[src/rtl/mmio_bus_router.sv]
// CPU data-port router: address-prefix decode onto NUM_REGIONS slaves, latency-matched
// read return, per-region write protection and bus-fault capture/counting.
module mmio_bus_router #(
   parameter int                               NUM_REGIONS = 8,
   parameter int                               DATA_W      = 32,
   parameter int                               ADDR_W      = 32,
   parameter int                               PREFIX_W    = 12,
   parameter logic [NUM_REGIONS*PREFIX_W-1:0]  REGION_BASE = 96'h008_007_006_005_004_003_002_001,
   parameter int                               RD_LAT      = 1,
   parameter logic [NUM_REGIONS-1:0]           WR_PROT     = '0
) (
   input  logic                          clk,
   input  logic                          rst,
   input  logic [ADDR_W-1:0]             cpu_addr,
   input  logic [DATA_W-1:0]             cpu_wrdata,
   input  logic [2:0]                    cpu_memop,
   input  logic                          cpu_we,
   input  logic                          cpu_re,
   output logic [DATA_W-1:0]             cpu_rddata,
   output logic                          cpu_rdvalid,
   output logic [ADDR_W-PREFIX_W-1:0]    slv_addr,
   output logic [DATA_W-1:0]             slv_wrdata,
   output logic [2:0]                    slv_memop,
   output logic [NUM_REGIONS-1:0]        slv_we,
   input  logic [NUM_REGIONS*DATA_W-1:0] slv_rddata,
   input  logic                          fault_clr,
   output logic                          fault_valid,
   output logic [ADDR_W-1:0]             fault_addr,
   output logic                          fault_is_write,
   output logic [15:0]                   fault_cnt
);
   localparam int OFF_W = ADDR_W - PREFIX_W;
   localparam int IDX_W = (NUM_REGIONS > 1) ? $clog2(NUM_REGIONS) : 1;

   logic [PREFIX_W-1:0] prefix;
   logic                hit;
   logic [IDX_W-1:0]    win;
   logic                rd_issue;
   logic                fault_ev;

   assign prefix = cpu_addr[ADDR_W-1 -: PREFIX_W];

   // Descending scan so the lowest matching index is the last one written.
   always_comb begin
      hit = 1'b0;
      win = '0;
      for (int i = NUM_REGIONS - 1; i >= 0; i--) begin
         if (prefix == REGION_BASE[i*PREFIX_W +: PREFIX_W]) begin
            hit = 1'b1;
            win = IDX_W'(i);
         end
      end
   end

   assign slv_addr   = cpu_addr[OFF_W-1:0];
   assign slv_wrdata = cpu_wrdata;
   assign slv_memop  = cpu_memop;

   always_comb begin
      slv_we = '0;
      for (int i = 0; i < NUM_REGIONS; i++) begin
         slv_we[i] = ~rst & cpu_we & hit & (win == IDX_W'(i)) & ~WR_PROT[i];
      end
   end

   // A simultaneous store and load is a store only.
   assign rd_issue = cpu_re & ~cpu_we;
   assign fault_ev = (rd_issue & ~hit) | (cpu_we & (~hit | WR_PROT[win]));

   logic [RD_LAT-1:0] tag_vld_q;
   logic [RD_LAT-1:0] tag_miss_q;
   logic [IDX_W-1:0]  tag_idx_q [RD_LAT];
   logic [DATA_W-1:0] rd_sel;

   always_ff @(posedge clk or posedge rst) begin
      if (rst) begin
         tag_vld_q <= '0;
      end else begin
         tag_vld_q[0] <= rd_issue;
         for (int i = 1; i < RD_LAT; i++) begin
            tag_vld_q[i] <= tag_vld_q[i-1];
         end
      end
   end

   always_ff @(posedge clk) begin
      tag_miss_q[0] <= ~hit;
      tag_idx_q[0]  <= win;
      for (int i = 1; i < RD_LAT; i++) begin
         tag_miss_q[i] <= tag_miss_q[i-1];
         tag_idx_q[i]  <= tag_idx_q[i-1];
      end
   end

   always_comb begin
      rd_sel = '0;
      for (int i = 0; i < NUM_REGIONS; i++) begin
         if (tag_idx_q[RD_LAT-1] == IDX_W'(i)) rd_sel = slv_rddata[i*DATA_W +: DATA_W];
      end
   end

   assign cpu_rdvalid = tag_vld_q[RD_LAT-1];
   assign cpu_rddata  = (tag_vld_q[RD_LAT-1] & ~tag_miss_q[RD_LAT-1]) ? rd_sel : '0;

   logic              fault_valid_q, fault_valid_d;
   logic [ADDR_W-1:0] fault_addr_q,  fault_addr_d;
   logic              fault_wr_q,    fault_wr_d;
   logic [15:0]       fault_cnt_q,   fault_cnt_d;

   // A clear in the same cycle as a new fault re-arms capture for that fault.
   always_comb begin
      fault_valid_d = fault_valid_q & ~fault_clr;
      fault_addr_d  = fault_addr_q;
      fault_wr_d    = fault_wr_q;
      if (fault_ev && (!fault_valid_q || fault_clr)) begin
         fault_valid_d = 1'b1;
         fault_addr_d  = cpu_addr;
         fault_wr_d    = cpu_we;
      end
      fault_cnt_d = fault_clr ? 16'h0000 : fault_cnt_q;
      if (fault_ev && (fault_cnt_d != 16'hFFFF)) fault_cnt_d = fault_cnt_d + 16'h0001;
   end

   always_ff @(posedge clk or posedge rst) begin
      if (rst) begin
         fault_valid_q <= 1'b0;
         fault_addr_q  <= '0;
         fault_wr_q    <= 1'b0;
         fault_cnt_q   <= '0;
      end else begin
         fault_valid_q <= fault_valid_d;
         fault_addr_q  <= fault_addr_d;
         fault_wr_q    <= fault_wr_d;
         fault_cnt_q   <= fault_cnt_d;
      end
   end

   assign fault_valid    = fault_valid_q;
   assign fault_addr     = fault_addr_q;
   assign fault_is_write = fault_wr_q;
   assign fault_cnt      = fault_cnt_q;
endmodule

[config.mk]
export PLATFORM = sky130hd
export DESIGN_NAME = mmio_bus_router
export DESIGN_NICKNAME = d
export VERILOG_FILES = /design/src/rtl/mmio_bus_router.sv
export SDC_FILE = /design/constraint.sdc
export NUM_CORES = 1
export LEC_CHECK = 0
export ABC_AREA = 1
export ABC_CLOCK_PERIOD_IN_PS = 3800
export BUFFER_PORTS_ARGS = -buffer_cell sky130_fd_sc_hd__clkbuf_2
export CORE_AREA = 2 2 186 188
export DETAILED_ROUTE_END_ITERATION = 10
export DIE_AREA = 0 0 188 190
export HOLD_SLACK_MARGIN = 0.02
export SLEW_MARGIN = 20
export SYNTH_ARGS = -nofsm -noshare
export SYNTH_HDL_FRONTEND = slang
export SYNTH_SLANG_ARGS = --single-unit
export TNS_END_PERCENT = 30
[constraint.sdc]
create_clock -name clk -period 3.8 [get_ports clk]
set_input_delay 0 -clock clk [delete_from_list [all_inputs] [get_ports clk]]
set_output_delay 0 -clock clk [all_outputs]
set_load 0.005 [all_outputs]
==> impl_summary.txt, run 1 <==
----------------------------------------------------
[STA]
  Final Hold Violating Endpoints ... 0
  Final clock period utilization by the worst path ... 71.65%
  RSZ-0062 raised after global routing ... false
  Smallest hold slack ... 0.03564 ns
  Final setup violation count ... 0
  Final critical-path setup slack ... 1.077 ns
  Sum Neg Setup Slack ... 0 ns
  Worst-margin pin slew ... 1.035 ns
  Worst max-slew margin expressed relative to the limit ... 30.82%
  Timing-limited maximum frequency ... 367.3 MHz
  Worst Clk Skew ... 0.01348 ns
  Crit path time final ... 2.723 ns
  Number of pins with negative max-slew slack in the final report ... 0

[Die]
  Starting Density ... 16.31%
  Die boundary width ... 188 um
  Vertical extent of the die ... 190 um
  Total Die Area ... 35720 um2
  Row cnt ... 68
  Number of top-level design ports ... 474
  CORE AREA ... 33950 um2

[Synthesis]
  Number of instances in the synthesized netlist ... 961
  Cell type with the largest total area after synthesis ... sky130_fd_sc_hd__nand2_1
  Sequential element share of the synthesized area ... 24.50%
  Count of synthesis-stage warnings from yosys ... 0
  Area share of the largest cell type after synthesis ... 24.20%
  Cell variety after synth ... 30
  Nets in the synthesized netlist ... 1290
  Syn Std Cell Area ... 5537 um2
  Flops & latches, synth ... 55
  Syn Area/Cell ... 5.761 um2
  Top cells by area, synth ... sky130_fd_sc_hd__nand2_1, sky130_fd_sc_hd__dfrtp_1, sky130_fd_sc_hd__nand4_1, sky130_fd_sc_hd__buf_4, sky130_fd_sc_hd__nor2_1

[Critical path]
  Crit path buf inv count ... 5
  Register-to-Register Path Depth ... 10
  Startpoint of the most critical register-to-register path ... fault_cnt[0]
  Cell-by-cell listing of the critical path ... inv_2 > nor3_4 > buf_4 > inv_2 > nor2_1 > nor2_1 > nand2_1 > inv_1 > clkbuf_2
  Worst-path fanout max ... 33
  Critical path startpoint ... tag_idx_q[0][0]
  Startpoint class of the critical path ... flop
  Kind of critical path ... flop to primary output
  Arrival time reported for the critical path endpoint ... 2.72 ns
  Delay of the slowest cell on the worst path ... 0.63 ns
  FF-to-FF setup slack ... 1.29 ns
  Termination of the worst setup path ... cpu_rddata[31]
  Critical path's top delay family ... buffers and inverters
  Reg2Reg Capture Point ... fault_cnt[5]
  Worst path depth ... 9
  Cell with the largest stage delay on the worst path ... sky130_fd_sc_hd__dfxtp_1
  Required time of the critical path ... 3.80 ns
  Category of the worst setup path capture point ... primary output

[Place]
  Area after detailed placement ... 7597 um2
  IO buf count ... 403
  Total half-perimeter wirelength after legalization and detailed placement ... 23310 um
  Routability Congestion ... 0.9199
  Cell Count Post-Placement ... 1723
  Setup slack at placement ... 1.284 ns

[Power]
  Clock Power Share ... 30.0%
  Internal power ... 1.126 mW
  P per Cell Area ... 193.9 nW/um2
  Maximum ir drop on the vdd rail ... 229.8 uV
  Reported leakage power ... 4.737 nW
  Overall Power ... 1.635 mW
  Fraction of power spent switching nets ... 31.12%
  Switching power summed over all nets ... 508.9 uW
  Share of power burned in combinational logic ... 29.3%
  Portion of total power attributed to sequential cells ... 40.8%

[Global route]
  Via count of the first global-routing pass ... 7691
  Global-route wire length before repair ... 44120 um
  GRT overflow ... 0
  Antenna violations before repair ... 3
  Overall routing resource usage ... 15.97%
  Pin count of the biggest net entering global routing ... 51

[Hold path]
  HP Class ... input pin to flop

[Clock tree]
  Total setup buffers inserted after CTS ... 0
  Clock latency reported for the late side of the worst-skew pair ... 0.32 ns
  Count of instances resized after the clock tree is built ... 0
  Clock buffers created by TritonCTS ... 5
  Max clock buf depth ... 2
  Total clock sinks ... 55
  Clock transition at the registers of the reported paths ... 0.09 ns
  CTS root buf ... sky130_fd_sc_hd__clkbuf_16
  Total number of H-tree levels ... 2
  CTS tree ... built

[Cells and area]
  Fin area ... 8434 um2
  Number of cells in the finished layout apart from fillers ... 1802
  NumNets Final ... 1673
  Final Core Density ... 24.85%
  Syn-to-layout area delta ... 52.34%
  Share of cells above drive strength 1 ... 33.75%

[Drt]
  Remaining number of nets flagged by the antenna check after routing ... 0
  Per-cell via count in the routed design ... 4.425
  Initial detailed-routing violation count ... 557
  Routed vias ... 7973
  Count of TritonRoute iterations in the first routing pass ... 5
  Total wire length ... 30510 um
  Detailed-route DRC error count ... 0
  Post-detailed-route wirelength per cell ... 16.93 um

[Outcome]
  Result of the run ... complete, no violations

[Flow run]
  Number of maximum-capacitance constraint violations ... 0

----------------------------------------------------
==> cell families (layout without fill, tap and decap cells) <==
| kind of cell | after synthesis | count (layout) | share of synthesized area (%) |
|---|---|---|---|
| other | 0 | 2 | 0 |
| DFF | 55 | 55 | 24.50 |
| AOI/OAI and AO/OA | 76 | 76 | 7.096 |
| buffers and inverters | 183 | 567 | 16.84 |
| adders and majority gates | 1 | 1 | 0.2260 |
| xor gates and xnor gates | 6 | 6 | 0.9491 |
| and+or+nand+nor | 640 | 640 | 50.40 |
==> per-layer routing <==
layer  routed length, um  track usage [%]  share of wire (%)
met5                  24                0              0.079
met4                 520            3.786                1.7
met3                2328            2.970                7.6
met2               15210            28.74                 50
met1               12420            19.61                 41
==> synth_stat cells, drive strengths merged <==
cell	n
nor2	122
nand3	66
buf	78
xnor2	2
clkinv	1
a21oi	63
nor3	9
xor2	4
o22ai	6
nand4	80
nand2	359
clkbuf	29
dfrtp	51
inv	75
ha	1
o21ai	5
dfxtp	4
or2	4
o211ai	2
==> sequential cells by signal, indices dropped and copies added, names as in the netlist <==
signal          flops
tag_miss_q          1
fault_addr         32
cpu_rdvalid         1
fault_cnt          16
fault_valid         1
fault_is_write      1
tag_idx_q           3
==> what timing repair did <==
action                     4_1_cts  5_1_grt
hold endpoints to repair        71        0
setup endpoints to repair        0        0
hold buffers                    69        0
==> layout make-up <==
cell class              instances  area (um2)
repair buffers                483        2790
flip-flops and latches         55        1356
inverters                      76       287.8
diodes                          2       5.005
clock inverters                 2       12.51
well taps                     455       569.3
multi-input cells             723        3284
fillers                      3824       25510
clock buffers                   6       128.9
==> worst min-delay path: stages <==
cell and delay (ns):
sky130_fd_sc_hd__clkbuf_2 0.11, sky130_fd_sc_hd__nand4_1 0.13, sky130_fd_sc_hd__nand2_1 0.06
==> cell usage in the layout, fill, tap and decap left out, types with 11 or more instances in the layout <==
master,count
sky130_fd_sc_hd__buf_4,11
sky130_fd_sc_hd__dlygate4sd3_1,69
sky130_fd_sc_hd__dfrtp_1,51
sky130_fd_sc_hd__clkbuf_2,403
sky130_fd_sc_hd__nor2_1,116
sky130_fd_sc_hd__inv_1,64
sky130_fd_sc_hd__nand2_1,357
sky130_fd_sc_hd__nand3_1,66
sky130_fd_sc_hd__nand4_1,78
sky130_fd_sc_hd__a21oi_1,63
==> power groups by stage <==
stage	logic, mW	clock network [mW]	registers [mW]
after floorplan	0.181	0	0.679
after global placement	0.413	0	0.677
after detailed placement	0.416	0	0.676
after CTS	0.479	0.518	0.666
after global routing	0.529	0.528	0.672
final	0.478	0.490	0.667
==> worst min-delay path by stage <==
| stage | startpoint | end | slack [ns] | cells past startpoint |
|---|---|---|---|---|
| global placement | rst | fault_addr[23] | -0.11 | 2 |
| detailed placement | rst | fault_addr[23] | -0.11 | 2 |
| CTS | cpu_addr[0] | fault_addr[0] | 0.04 | 3 |
| global route | cpu_addr[0] | fault_addr[0] | 0.05 | 3 |
| floorplan | cpu_we | cpu_rdvalid | 0.07 | 1 |
| finish | cpu_addr[0] | fault_addr[0] | 0.04 | 3 |
No activity file was read; power rests on OpenSTA's default activity.
==> run 2, diff against run 1 <==
--- a/config.mk
+++ b/config.mk
@@ -6,11 +6,11 @@
 export NUM_CORES = 1
 export LEC_CHECK = 0
 export ABC_AREA = 1
-export ABC_CLOCK_PERIOD_IN_PS = 3800
+export ABC_CLOCK_PERIOD_IN_PS = 2580
 export BUFFER_PORTS_ARGS = -buffer_cell sky130_fd_sc_hd__clkbuf_2
-export CORE_AREA = 2 2 186 188
+export CORE_AREA = 2 2 187 189
 export DETAILED_ROUTE_END_ITERATION = 10
-export DIE_AREA = 0 0 188 190
+export DIE_AREA = 0 0 189 191
 export HOLD_SLACK_MARGIN = 0.02
 export SLEW_MARGIN = 20
 export SYNTH_ARGS = -nofsm -noshare
==> constraint.sdc (replaced) <==
create_clock -name clk -period 2.58 [get_ports clk]
set_input_delay 0 -clock clk [delete_from_list [all_inputs] [get_ports clk]]
set_output_delay 0 -clock clk [all_outputs]
set_load 0.005 [all_outputs]
==> run 2 against run 1 <==
- via count down 1.3%
- count of clock-buffer cells in the layout unchanged
- first-iteration DRC count down 24%
- sequential cell count unchanged
- die area up 1.1%
- combinational power up 48%
- sequential share of layout area down 0.23 points
- critical path depth down 1
==> impl_summary.txt, run 2 (synthesis results as in run 1) <==
----------------------------------------------------
[Outcome]
  Result of the run ... complete, no violations

[STA]
  Crit path time final ... 2.355 ns
  Final Hold Violating Endpoints ... 0
  Timing-limited maximum frequency ... 424.6 MHz
  Worst max-slew margin expressed relative to the limit ... 53.45%
  Number of pins with negative max-slew slack in the final report ... 0
  Worst Clk Skew ... 0.006325 ns
  Sum Neg Setup Slack ... 0 ns
  RSZ-0062 raised after global routing ... false
  Worst-margin pin slew ... 0.6972 ns
  Final setup violation count ... 0
  Final clock period utilization by the worst path ... 91.29%

[Critical path]
  Reg2Reg Capture Point ... fault_cnt[3]
  Startpoint of the most critical register-to-register path ... fault_cnt[0]
  Critical path startpoint ... tag_idx_q[0][0]
  FF-to-FF setup slack ... 0.51 ns
  Required time of the critical path ... 2.58 ns
  Startpoint class of the critical path ... flop
  Category of the worst setup path capture point ... primary output
  Register-to-Register Path Depth ... 11
  Kind of critical path ... flop to primary output
  Worst-path fanout max ... 28
  Arrival time reported for the critical path endpoint ... 2.36 ns

[Die]
  Number of top-level design ports ... 474
  Starting Density ... 16.23%
  CORE AREA ... 34120 um2
  Row cnt ... 68
  Die boundary width ... 189 um
  Total Die Area ... 36100 um2
  Vertical extent of the die ... 191 um

[Global route]
  Antenna violations before repair ... 4
  Overall routing resource usage ... 15.37%
  Via count of the first global-routing pass ... 7364
  Pin count of the biggest net entering global routing ... 41
  Global-route wire length before repair ... 42930 um
  GRT overflow ... 0

[Place]
  Routability Congestion ... 0.8930
  Cell Count Post-Placement ... 1731
  Total half-perimeter wirelength after legalization and detailed placement ... 23380 um
  IO buf count ... 403

[Cells and area]
  Most common library cell in the layout ignoring fill and taps ... sky130_fd_sc_hd__clkbuf_2
  Top library cells by usage in the layout, fill and taps aside ... sky130_fd_sc_hd__clkbuf_2, sky130_fd_sc_hd__nand2_1, sky130_fd_sc_hd__nor2_1, sky130_fd_sc_hd__nand4_1, sky130_fd_sc_hd__dlygate4sd3_1
  Number of cells in the finished layout apart from fillers ... 1809
  Flip-flop count of the largest register, all copies and words added ... 32
  Syn-to-layout area delta ... 54.53%
  NumNets Final ... 1681
  Total of fill cells in the finished design ... 3834
  Share of cells above drive strength 1 ... 34.22%

[Clock tree]
  Total number of H-tree levels ... 2
  Clock buffers created by TritonCTS ... 5
  CTS tree ... built
  CTS root buf ... sky130_fd_sc_hd__clkbuf_16
  Clock latency reported for the late side of the worst-skew pair ... 0.31 ns
  Max clock buf depth ... 2
  Total setup buffers inserted after CTS ... 0
  Total clock sinks ... 55
  Clock transition at the registers of the reported paths ... 0.08 ns

[Drt]
  Post-detailed-route wirelength per cell ... 16.48 um
  Routed vias ... 7872
  Remaining number of nets flagged by the antenna check after routing ... 0
  Per-cell via count in the routed design ... 4.352
  Count of TritonRoute iterations in the first routing pass ... 5
  Total wire length ... 29820 um
  Initial detailed-routing violation count ... 426
  Detailed-route DRC error count ... 0

[Hold path]
  Min-delay src ... cpu_addr[6]
  Hold worst-path end ... fault_addr[6]
  HP Class ... input pin to flop
  Hold depth ... 3

[Power]
  Reported leakage power ... 4.802 nW
  P per Cell Area ... 296.6 nW/um2
  Maximum ir drop on the vdd rail ... 252.2 uV

[Flow run]
  Number of maximum-capacitance constraint violations ... 0

----------------------------------------------------
[run 2: cell count changes in the layout (fill, tap and decap cells not counted), sizes merged]
cell,delta
buf,+8
bufinv,+1
clkinv,-1
clkinvlp,-1
diode,-1
inv,+1
[run 2: how the worst max path moves through the flow]
stage,end,slack [ns],cells after the start
detailed placement,cpu_rddata[25],0.39,8
floorplan,fault_cnt[4],0.66,14
CTS,cpu_rddata[25],0.04,8
global placement,cpu_rddata[25],0.46,8
finish,cpu_rddata[28],0.22,8
global route,cpu_rddata[28],0.08,8
[run 2: stage by stage]
step | power [mW] | util, % | hold WS (ns) | instance area [um2] | worst slack, ns
after global placement | 1.608 | 22.52 | -0.04106 | 7682 | 0.4646
final | 2.537 | 25.08 | 0.02683 | 8556 | 0.2246
after detailed placement | 1.615 | 22.52 | -0.03690 | 7682 | 0.3911
after floorplan | 1.266 | - | 0.06517 | 5537 | 0.6645
after CTS | 2.572 | 25.06 | 0.02213 | 8551 | 0.03580
after global routing | 2.677 | 25.08 | 0.04785 | 8556 | 0.07572
[run 2: final cells by class]
type | instances | area [um2] | area share, %
Tap cell | 455 | 569.3 | 6.654
Sequential cell | 55 | 1356 | 15.85
Inverter | 76 | 290.3 | 3.393
Antenna cell | 1 | 2.502 | 0.02925
Multi-Input combinational cell | 723 | 3284 | 38.39
Clock buffer | 6 | 138.9 | 1.623
Clock inverter | 2 | 38.79 | 0.4533
Timing Repair Buffer | 491 | 2875 | 33.61
[run 2: critical path, cell delays in order (launching register included)]
cell	delay, ns
sky130_fd_sc_hd__dfxtp_1	0.63
sky130_fd_sc_hd__nand3_1	0.37
sky130_fd_sc_hd__inv_4	0.41
sky130_fd_sc_hd__buf_4	0.22
sky130_fd_sc_hd__nand2_1	0.06
sky130_fd_sc_hd__nand4_1	0.10
sky130_fd_sc_hd__nand2_1	0.07
sky130_fd_sc_hd__inv_1	0.06
sky130_fd_sc_hd__clkbuf_2	0.11
[run 2: metal layers]
layer	share of wire [%]	vias up	track usage (%)
met1	40	3611	18.73
li1	-	3824	-
met4	1.5	6	3.606
met3	8.7	33	3.488
met5	0.12	-	0
met2	50	398	27.32
[run 2: report_power, final]
group,switching [mW],internal [mW]
logic,0.343,0.366
registers,0.0482,0.935
clock network,0.355,0.490
[run 2: repair_timing]
action | CTS | global route
hold buffers | 69 | 0
hold endpoints to repair | 78 | 0
endpoints found under the setup margin | 0 | 7
gates resized for setup | 0 | 2
==> run 3, diff against run 2 <==
--- a/config.mk
+++ b/config.mk
@@ -6,12 +6,13 @@
 export NUM_CORES = 1
 export LEC_CHECK = 0
 export ABC_AREA = 1
-export ABC_CLOCK_PERIOD_IN_PS = 2580
+export ABC_CLOCK_PERIOD_IN_PS = 3000
 export BUFFER_PORTS_ARGS = -buffer_cell sky130_fd_sc_hd__clkbuf_2
-export CORE_AREA = 2 2 187 189
+export CORE_AREA = 2 2 186 188
 export DETAILED_ROUTE_END_ITERATION = 10
-export DIE_AREA = 0 0 189 191
+export DIE_AREA = 0 0 188 190
 export HOLD_SLACK_MARGIN = 0.02
+export PLACE_DENSITY = 0.52
 export SLEW_MARGIN = 20
 export SYNTH_ARGS = -nofsm -noshare
 export SYNTH_HDL_FRONTEND = slang
==> constraint.sdc (replaced) <==
create_clock -name clk -period 3 [get_ports clk]
set_input_delay 0 -clock clk [delete_from_list [all_inputs] [get_ports clk]]
set_output_delay 0 -clock clk [all_outputs]
set_load 0.005 [all_outputs]
==> run 3 against run 2 <==
- largest cell class unchanged
- non-clock buffer count increased by 4
- worst hold slack improved by 0.11 ns
- count of clock-buffer cells in the layout increased by 2
- first-iteration DRC count increased by 15%
- largest power group unchanged
- global-route usage increased by 1.4 points
- die area decreased by 1.0%
- sequential power decreased by 14%
==> impl_summary.txt, run 3 (synthesis results as in run 1) <==
----------------------------------------------------
[STA]
  Crit path time final ... 2.423 ns
  RSZ-0062 raised after global routing ... false
  Final clock period utilization by the worst path ... 80.78%
  Final critical-path setup slack ... 0.5766 ns
  Sum Neg Setup Slack ... 0 ns
  Final setup violation count ... 0
  Final Hold Violating Endpoints ... 0
  Worst max-slew margin expressed relative to the limit ... 48.24%
  Timing-limited maximum frequency ... 412.6 MHz
  Worst-margin pin slew ... 0.7753 ns
  Worst Clk Skew ... 0.007423 ns
  Number of pins with negative max-slew slack in the final report ... 0

[Cells and area]
  Number of cells in the finished layout apart from fillers ... 1812
  Total of fill cells in the finished design ... 3880
  NumNets Final ... 1685
  Fin area ... 8517 um2
  Share of cells above drive strength 1 ... 34.12%
  Top library cells by usage in the layout, fill and taps aside ... sky130_fd_sc_hd__clkbuf_2, sky130_fd_sc_hd__nand2_1, sky130_fd_sc_hd__nor2_1, sky130_fd_sc_hd__nand4_1, sky130_fd_sc_hd__dlygate4sd3_1
  Syn-to-layout area delta ... 53.83%
  Most common library cell in the layout ignoring fill and taps ... sky130_fd_sc_hd__clkbuf_2
  Antenna diode count ... 0
  Flip-flop count of the largest register, all copies and words added ... 32

[Place]
  Setup slack at placement ... 0.8401 ns
  Routability Congestion ... 0.9110
  Area after detailed placement ... 7680 um2
  IO buf count ... 403
  Total half-perimeter wirelength after legalization and detailed placement ... 24640 um
  Cell Count Post-Placement ... 1734

[Die]
  Number of top-level design ports ... 474
  Total Die Area ... 35720 um2
  Vertical extent of the die ... 190 um
  Starting Density ... 16.31%
  Row cnt ... 68
  Die boundary width ... 188 um
  CORE AREA ... 33950 um2

[Global route]
  Pin count of the biggest net entering global routing ... 52
  Via count of the first global-routing pass ... 7666
  Overall routing resource usage ... 16.78%
  GRT overflow ... 0
  Antenna violations before repair ... 0
  Global-route wire length before repair ... 46370 um

[Power]
  Overall Power ... 2.072 mW
  Maximum ir drop on the vdd rail ... 190.6 uV
  Reported leakage power ... 4.793 nW
  P per Cell Area ... 243.3 nW/um2

[Outcome]
  Result of the run ... complete, no violations

[Hold path]
  Min-delay src ... fault_clr
  Hold depth ... 4
  Hold worst-path end ... fault_cnt[1]
  HP Class ... input pin to flop

[Critical path]
  Kind of critical path ... flop to primary output
  Arrival time reported for the critical path endpoint ... 2.42 ns
  Startpoint class of the critical path ... flop
  Worst-path fanout max ... 21
  Required time of the critical path ... 3.00 ns
  Reg2Reg Capture Point ... fault_cnt[5]
  Category of the worst setup path capture point ... primary output
  FF-to-FF setup slack ... 0.95 ns
  Startpoint of the most critical register-to-register path ... fault_cnt[0]
  Register-to-Register Path Depth ... 9

[Clock tree]
  Total number of H-tree levels ... 2
  Clock buffers created by TritonCTS ... 5
  Clock latency reported for the late side of the worst-skew pair ... 0.31 ns
  Total clock sinks ... 55
  CTS root buf ... sky130_fd_sc_hd__clkbuf_16
  CTS tree ... built
  Max clock buf depth ... 2
  Total setup buffers inserted after CTS ... 0
  Clock transition at the registers of the reported paths ... 0.08 ns

[Drt]
  Initial detailed-routing violation count ... 489
  Routed vias ... 7908
  Detailed-route DRC error count ... 0
  Post-detailed-route wirelength per cell ... 17.33 um
  Count of TritonRoute iterations in the first routing pass ... 7
  Total wire length ... 31400 um
  Remaining number of nets flagged by the antenna check after routing ... 0
  Per-cell via count in the routed design ... 4.364

[Flow run]
  Number of maximum-capacitance constraint violations ... 0

----------------------------------------------------
-- run 3: layout make-up --
cell class	instances	area (um2)	area share [%]
clock buffer	8	136.4	1.601
sequential	55	1356	15.92
inverter	76	287.8	3.379
timing repair buffer	495	2883	33.85
multi-input combinational	723	3284	38.56
tap	455	569.3	6.684
-- run 3: metal layers --
metal | wire length [um] | GRT usage (%) | share of wire, %
met1 | 13440 | 21.57 | 43
met2 | 15350 | 29.25 | 49
met3 | 2047 | 2.730 | 6.5
met4 | 563 | 4.058 | 1.8
met5 | 0 | 0 | 0
-- run 3: what timing repair did --
action / in CTS / in global routing
setup endpoints to repair: 0 / 0
hold buffers: 70 / 0
gates resized for setup: 0 / 0
endpoints found under the hold margin: 76 / 0
-- run 3: worst max-delay path by stage --
stage | from | end | slack [ns] | depth (start not counted)
after global routing | tag_idx_q[0][0] | cpu_rddata[31] | 0.36 | 8
after global placement | tag_idx_q[0][0] | cpu_rddata[9] | 0.88 | 7
after CTS | tag_idx_q[0][0] | cpu_rddata[9] | 0.48 | 7
final | tag_idx_q[0][0] | cpu_rddata[31] | 0.58 | 8
after floorplan | fault_clr | fault_cnt[4] | 1.08 | 14
after detailed placement | tag_idx_q[0][0] | cpu_rddata[9] | 0.84 | 7
-- run 3: where the power goes --
part | switching [mW] | internal (mW) | total [mW]
clock | 0.301 | 0.313 | 0.614
sequential | 0.0407 | 0.804 | 0.845
combinational | 0.300 | 0.314 | 0.613
-- run 3: metrics by stage --
| step | hold WS (ns) | util [%] |
|---|---|---|
| global placement | -0.08356 | 22.62 |
| finish | 0.1321 | 25.09 |
| CTS | 0.1286 | 25.09 |
| global route | 0.1739 | 25.09 |
| detailed placement | -0.06892 | 22.62 |
| floorplan | 0.06517 | - |
-- run 3: worst max-delay path: stages, from the launching register on --
cell and delay [ns]:
sky130_fd_sc_hd__dfxtp_1 0.64, sky130_fd_sc_hd__nand3_1 0.26, sky130_fd_sc_hd__inv_2 0.46, sky130_fd_sc_hd__buf_4 0.32
sky130_fd_sc_hd__nand2_1 0.08, sky130_fd_sc_hd__nand4_1 0.11, sky130_fd_sc_hd__nand2_1 0.06, sky130_fd_sc_hd__inv_1 0.05
sky130_fd_sc_hd__clkbuf_2 0.12
